## config.mk

```make
export PLATFORM = sky130hd
export DESIGN_NAME = mul_result_buffer
export DESIGN_NICKNAME = d
export VERILOG_FILES = /design/src/rtl/mul_result_buffer_pkg.sv /design/src/rtl/mul_result_buffer_res_fifo.sv /design/src/rtl/mul_result_buffer.sv
export SDC_FILE = /design/constraint.sdc
export NUM_CORES = 1
export LEC_CHECK = 0
export CORE_ASPECT_RATIO = 1.5
export CORE_MARGIN = 3
export CORE_UTILIZATION = 35
export DETAILED_ROUTE_END_ITERATION = 8
export PLACE_DENSITY = 0.64
export SLEW_MARGIN = 30
export SYNTH_ARGS = -nofsm -noshare
export SYNTH_HDL_FRONTEND = slang
export SYNTH_SLANG_ARGS = --single-unit
export TNS_END_PERCENT = 100
```

## constraint.sdc

```tcl
create_clock -name clk -period 4.18 [get_ports clk]
set_input_delay 0.418 -clock clk [delete_from_list [all_inputs] [get_ports clk]]
set_output_delay 0.418 -clock clk [all_outputs]
set_load 0.1 [all_outputs]
```

## src/rtl/mul_result_buffer_pkg.sv

```systemverilog
// Shared writeback types, the default multiplier-buffer depth and the branch squash predicate.
package mul_result_buffer_pkg;

    localparam int unsigned SQN_W        = 7;
    localparam int unsigned RESULT_W     = 32;
    localparam int unsigned FLAGS_W      = 4;
    localparam int unsigned MULBUF_DEPTH = 4;

    typedef logic [SQN_W-1:0] SqN;

    typedef struct packed {
        logic [RESULT_W-1:0] result;
        SqN                  sqN;
        logic [FLAGS_W-1:0]  flags;
        logic                valid;
    } RES_UOp;

    typedef struct packed {
        logic taken;
        SqN   sqN;
    } BranchProv;

    // Younger-than-branch test on a wrapping sequence number.
    function automatic logic is_killed(SqN x, BranchProv b);
        SqN diff;
        diff = x - b.sqN;
        return b.taken && !diff[SQN_W-1] && (diff != '0);
    endfunction

endpackage

```

## src/rtl/mul_result_buffer_res_fifo.sv

```systemverilog
// DEPTH-entry result FIFO with per-entry valid bits that a taken branch clears in place.
module mul_result_buffer_res_fifo
    import mul_result_buffer_pkg::*;
#(
    parameter int unsigned  DEPTH = MULBUF_DEPTH,
    localparam int unsigned PTR_W = $clog2(DEPTH),
    localparam int unsigned CNT_W = PTR_W + 1
) (
    input  logic             clk,
    input  logic             rst,
    input  BranchProv        branch_i,
    input  logic             push_i,
    input  RES_UOp           push_uop_i,
    input  logic             pop_i,
    output RES_UOp           head_o,
    output logic             head_live_o,
    output logic             any_live_o,
    output logic [CNT_W-1:0] count_o,
    output logic [CNT_W-1:0] count_next_o
);

    RES_UOp           entries_q [DEPTH];
    RES_UOp           entries_d [DEPTH];
    logic [PTR_W-1:0] rptr_q, rptr_d;
    logic [PTR_W-1:0] wptr_q, wptr_d;
    logic [CNT_W-1:0] count_q, count_d;
    logic [DEPTH-1:0] live;
    logic             full;
    logic             do_pop;
    logic             do_push;

    // Kill evaluation looks only at pre-update contents.
    always_comb begin
        live = '0;
        for (int i = 0; i < DEPTH; i++) begin
            live[i] = entries_q[i].valid && !is_killed(entries_q[i].sqN, branch_i);
        end
    end

    assign head_o       = entries_q[rptr_q];
    assign head_live_o  = live[rptr_q];
    assign any_live_o   = |live;
    assign full         = (count_q == CNT_W'(DEPTH));
    assign do_pop       = pop_i && (count_q != '0);
    assign do_push      = push_i && (!full || do_pop);
    assign count_o      = count_q;
    assign count_next_o = count_d;

    always_comb begin
        for (int i = 0; i < DEPTH; i++) begin
            entries_d[i]       = entries_q[i];
            entries_d[i].valid = live[i];
        end
        if (do_pop) begin
            entries_d[rptr_q].valid = 1'b0;
        end
        // On a full push+pop wptr equals rptr, so the write must land last.
        if (do_push) begin
            entries_d[wptr_q] = push_uop_i;
        end
        rptr_d  = rptr_q + PTR_W'(do_pop);
        wptr_d  = wptr_q + PTR_W'(do_push);
        count_d = count_q + CNT_W'(do_push) - CNT_W'(do_pop);
    end

    always_ff @(posedge clk) begin
        if (rst) begin
            rptr_q  <= '0;
            wptr_q  <= '0;
            count_q <= '0;
            for (int i = 0; i < DEPTH; i++) begin
                entries_q[i] <= '0;
            end
        end else begin
            rptr_q  <= rptr_d;
            wptr_q  <= wptr_d;
            count_q <= count_d;
            for (int i = 0; i < DEPTH; i++) begin
                entries_q[i] <= entries_d[i];
            end
        end
    end

    always_ff @(posedge clk) begin
        if (!rst) begin
            overflow_push: assert (!(push_i && full && !do_pop));
        end
    end

endmodule

```

## src/rtl/mul_result_buffer.sv

```systemverilog
// Merges ALU and multiplier results onto one writeback port; ALU wins, mul results queue.
// Optional direct mul-to-writeback path enabled by defining MUL_RESBUF_BYPASS_EN.
module mul_result_buffer
    import mul_result_buffer_pkg::*;
#(
    parameter int unsigned  DEPTH = MULBUF_DEPTH,
    parameter int unsigned  SLACK = 2,
    localparam int unsigned CNT_W = $clog2(DEPTH) + 1
) (
    input  logic             clk,
    input  logic             rst,
    input  BranchProv        IN_branch,
    input  RES_UOp           IN_aluUop,
    input  RES_UOp           IN_mulUop,
    output RES_UOp           OUT_uop,
    output logic             OUT_mulStall,
    output logic [CNT_W-1:0] OUT_count
);

`ifdef MUL_RESBUF_BYPASS_EN
    localparam bit BYPASS_EN = 1'b1;
`else
    localparam bit BYPASS_EN = 1'b0;
`endif

    RES_UOp           uop_q, uop_d;
    logic             stall_q, stall_d;
    RES_UOp           head;
    logic             head_live;
    logic             any_live;
    logic [CNT_W-1:0] count_next;
    logic             alu_live;
    logic             mul_live;
    logic             bypass;
    logic             push;
    logic             pop;

    assign alu_live = IN_aluUop.valid && !is_killed(IN_aluUop.sqN, IN_branch);
    assign mul_live = IN_mulUop.valid && !is_killed(IN_mulUop.sqN, IN_branch);
    assign bypass   = BYPASS_EN && !any_live && !alu_live && mul_live;
    assign push     = mul_live && !bypass;
    // A dead head drains even while the ALU owns the port.
    assign pop      = !(head_live && alu_live);

    always_comb begin
        uop_d = '0;
        if (alu_live) begin
            uop_d = IN_aluUop;
        end else if (head_live) begin
            uop_d = head;
        end else if (bypass) begin
            uop_d = IN_mulUop;
        end
        stall_d = (32'(count_next) + SLACK) >= DEPTH;
    end

    mul_result_buffer_res_fifo #(
        .DEPTH (DEPTH)
    ) u_res_fifo (
        .clk          (clk),
        .rst          (rst),
        .branch_i     (IN_branch),
        .push_i       (push),
        .push_uop_i   (IN_mulUop),
        .pop_i        (pop),
        .head_o       (head),
        .head_live_o  (head_live),
        .any_live_o   (any_live),
        .count_o      (OUT_count),
        .count_next_o (count_next)
    );

    always_ff @(posedge clk) begin
        if (rst) begin
            uop_q   <= '0;
            stall_q <= 1'b0;
        end else begin
            uop_q   <= uop_d;
            stall_q <= stall_d;
        end
    end

    assign OUT_uop      = uop_q;
    assign OUT_mulStall = stall_q;

endmodule

```

==> metrics.md <==
| Metric | Value |
|---|---|
| Status | completed |
| Initial standard-cell utilization of the core | 35.57% |
| Number of nets in the layout | 1381 |
| Cts repair resizes | 0 |
| Worst-path clk slew | 0.07 ns |
| Summed area of non-filler cells in the final layout | approximately 0.015 mm² |
| Commonest register cell after synthesis | sky130_fd_sc_hd__dfxtp_1 |
| Setup slack of the most critical reg-to-reg path | 0.26 ns |
| Overall global routing resource usage | between 10% and 20% |
| Number of remaining DRC errors | 0 |
| Post-DP Area | 0.01388 mm² |
| Sequential cell area fraction in the yosys report | 39.20% |
| Critical path arrival | 4.34 ns |
| Post-route clock period utilization | 94.39% |
| Beginning of the worst register-to-register path | u_res_fifo.entries_q[3][5] |
| Number of setup violations in the final report | 0 |
| Yosys warns | 0 |
| X dimension of the die | 154.9 µm |
| VDD IR-drop max | 0.2970 mV |
| Largest net degree at the start of global routing | 100 |
| Floorplan die height | 229.4 µm |
| Max-Slew Margin vs Limit | around 32% |
| Startpoint of the tightest hold check path | u_res_fifo.entries_q[1][33] |
| TritonCTS clock tree | yes |
| Hold Vio Cnt, Final | 0 |
| Wire length after detailed routing | 31170 µm |
| Clk_lat worst skew | around 0.53 ns |
| Number of diodes | 0 |
| Async set or reset register ratio after synthesis | 0% |
| Via count of the first global-routing pass | 8996 |
| Top post-synthesis cells by count | sky130_fd_sc_hd__dfxtp_1, sky130_fd_sc_hd__nand2b_1, sky130_fd_sc_hd__mux2i_1 |
| Vias after detailed routing | 8750 |
| Endpoint required time on the critical path | 4.58 ns |
| Fraction of layout cells with a size suffix above 1 | 14.41% |
| Gp weighted congestion | 0.8531 |
| Top fanout value on the critical path | 7 |
| Post-route clock skew | between 0.02 and 0.03 ns |
| CP startpoint kind | input port |
| Number of buffers created by CTS | 24 |
| CTS sink cnt | 228 |
| Summed negative setup slack over all endpoints | 0 ns |
| EDFF count, synth | 0 |
| Crit end category | register |
| Number of standard cells after synthesis | ~1100 |
| Routed length per placed instance | 18.65 µm |
| Critical Setup Path Class | in -> reg |
| Number of buffers inserted by post-CTS setup repair | 0 |
| Placeable core region | approximately 0.033 mm² |
| H-tree depth | 1 |
| Power density relative to cell area | 459.8 mW/mm² |
| Total number of placement rows | 81 |
| Buffers from clock root to sink, at most | 3 |
| Worst-Margin Slew | 1.012 ns |
| Worst hold endpoint | u_res_fifo.entries_q[1][33] |
| Post-Synthesis Net Count | 1218 |
| Number of top-level design ports | 146 |
| Number of cells traversed by the worst hold path | 2 |
| Static Leakage | 0.006197 µW |
| Global-route wire length before repair | 49530 µm |
| Netlist area before placement | 0.01164 mm² |
| Layout area overhead | 26.69% |
| Initial antenna violation count | 0 |
| Full die area | 0.03554 mm² |
| Count of antenna-violating nets left after detailed routing | 0 |
| Most common cell in the netlist | sky130_fd_sc_hd__dfxtp_1 |
| Number of flip-flops and latches in the synthesized netlist | 228 |
| Post-DP HPWL | 21540 µm |
| Post-layout min period | 3.945 ns |
| Top cells by area in the synthesized netlist | sky130_fd_sc_hd__dfxtp_1, sky130_fd_sc_hd__mux2i_1, sky130_fd_sc_hd__nand2b_1 |
| Number of buffers inserted for hold repair after clock tree synthesis | 0 |
| Grt total ovfl | 0 |
| Number of cells on the worst reg-to-reg path | 18 |
| Top-area cell type share of the netlist area | roughly two fifths |
| Mean instance size in the synthesized netlist | between 10 and 15 µm² |
| Iter 0 DRT Violations | roughly 400 |
| Port buffer count | 145 |
| RSZ-0062 raised after global routing | no |
| Synth area leader | sky130_fd_sc_hd__dfxtp_1 |
| Critical R2R Capture | OUT_mulStall |
| Max-Cap Viols | 0 |
| Fmax | approximately 0.25 GHz |
| Total count of max-transition violations in the final report | 0 |
| Via density per instance | between 5 and 6 |
| Detailed Routing Iterations Pass 1 | 4 |
| Layout filler cell count | 3045 |
| Min-delay worst type | reg -> reg |
| Root cell of the clock tree | sky130_fd_sc_hd__clkbuf_16 |
| Netlist cell types | 64 |
## final cells by class
| type | instances | area (µm²) | share of cell area [%] |
|---|---|---|---|
| Clock buffer | 33 | 705.7 | 4.784 |
| Tap cell | 415 | 519.2 | 3.520 |
| Sequential cell | 228 | 4569 | 30.98 |
| Multi-Input combinational cell | 742 | 6621 | 44.89 |
| Timing Repair Buffer | 210 | 2067 | 14.01 |
| Clock inverter | 11 | 148.9 | 1.009 |
| Inverter | 32 | 120.1 | 0.8143 |
## stage by stage
step                util (%)  power (µW)  hold slack [ns]  setup slack (ns)  instances
floorplan                  -        3909           0.4455            0.2899       1075
global placement       42.47        4562           0.4562           -0.2492       1627
detailed placement     42.41        4558           0.4598           -0.2838       1627
CTS                    45.02        6874           0.4473            0.2448       1671
global route           45.06        7091           0.4779         0.0003597       1671
finish                 45.06        6783           0.4683            0.2345       1671
## state kept, by name, summed over array words and instances, names as in the netlist
signal and count:
u_res_fifo.count_o 3, OUT_uop 44, u_res_fifo.wptr_q 2, OUT_mulStall 1, u_res_fifo.rptr_q 2, u_res_fifo.entries_q 176
## per-layer routing
| metal | global-route usage, % | share of wire, % | up-vias | routed length, µm |
|---|---|---|---|---|
| li1 | - | - | 4190 | - |
| met1 | 20.72 | 41 | 4313 | 12800 |
| met2 | 31.26 | 52 | 190 | 16120 |
| met3 | 2.476 | 4.2 | 57 | 1321 |
| met4 | 5.551 | 3.0 | 0 | 922 |
| met5 | 0 | 0 | - | 0 |
## how the worst max path moves through the flow
stage / cells after the start / slack, ns / start / end
floorplan: 16 / 0.29 / IN_branch[1] / OUT_mulStall
global placement: 17 / -0.25 / IN_branch[1] / OUT_mulStall
detailed placement: 19 / -0.28 / IN_branch[0] / OUT_mulStall
CTS: 18 / 0.24 / u_res_fifo.entries_q[3][5] / OUT_mulStall
global route: 17 / 0.0004 / IN_branch[1] / OUT_mulStall
finish: 17 / 0.23 / IN_branch[1] / OUT_mulStall
## kinds of logic after synthesis
kind of cell	after synthesis	synth area share, %
flops	228	39.20
buf+inv	105	4.320
simple gates	313	16.06
xor+xnor	23	1.730
mux	218	23.37
compound gates	143	10.03
fa+ha+maj	45	5.287
## critical path, cell delays in order
cell                              delay [ns]
sky130_fd_sc_hd__clkdlybuf4s50_1        0.49
sky130_fd_sc_hd__inv_1                  0.17
sky130_fd_sc_hd__fa_1                   0.49
sky130_fd_sc_hd__a21o_1                 0.19
sky130_fd_sc_hd__or4b_1                 0.48
sky130_fd_sc_hd__a21oi_2                0.15
sky130_fd_sc_hd__o211ai_1               0.13
sky130_fd_sc_hd__a32o_2                 0.30
sky130_fd_sc_hd__nand2_1                0.11
sky130_fd_sc_hd__o211ai_1               0.12
sky130_fd_sc_hd__mux2_2                 0.25
sky130_fd_sc_hd__ha_1                   0.13
sky130_fd_sc_hd__inv_1                  0.05
sky130_fd_sc_hd__fa_1                   0.39
sky130_fd_sc_hd__xor2_1                 0.16
sky130_fd_sc_hd__xnor2_1                0.21
sky130_fd_sc_hd__a21oi_1                0.09
## power by group
group / internal [µW] / switching [µW] / leakage (µW) / total [µW]
Sequential: 2330 / 153 / 0.00185 / 2480
Clock: 1380 / 909 / 0.000413 / 2280
Combinational: 810 / 1210 / 0.00393 / 2020
Total: 4510 / 2270 / 0.00620 / 6780
## cell usage in the layout, fill, tap and decap left out, types with 4 or more instances in the layout
cell type,instances
sky130_fd_sc_hd__nand3_1,8
sky130_fd_sc_hd__xor2_1,9
sky130_fd_sc_hd__buf_12,12
sky130_fd_sc_hd__ha_1,38
sky130_fd_sc_hd__nor3_1,4
sky130_fd_sc_hd__a21oi_1,23
sky130_fd_sc_hd__buf_2,4
sky130_fd_sc_hd__inv_1,30
sky130_fd_sc_hd__dfxtp_1,226
sky130_fd_sc_hd__clkdlybuf4s50_1,140
sky130_fd_sc_hd__o211ai_1,8
sky130_fd_sc_hd__a32o_1,44
sky130_fd_sc_hd__clkbuf_16,25
sky130_fd_sc_hd__nand2_1,11
sky130_fd_sc_hd__nor2_1,29
sky130_fd_sc_hd__mux2i_1,174
sky130_fd_sc_hd__xnor2_1,14
sky130_fd_sc_hd__o21ai_0,15
sky130_fd_sc_hd__fa_1,7
sky130_fd_sc_hd__nand4b_1,4
sky130_fd_sc_hd__clkbuf_8,5
sky130_fd_sc_hd__nand2b_1,223
sky130_fd_sc_hd__and2_1,4
sky130_fd_sc_hd__buf_4,54
sky130_fd_sc_hd__a21o_1,5
sky130_fd_sc_hd__o21a_1,6
sky130_fd_sc_hd__nor2b_1,9
sky130_fd_sc_hd__mux4_2,43
sky130_fd_sc_hd__or2_2,6
(Power assumes the default switching activity.)
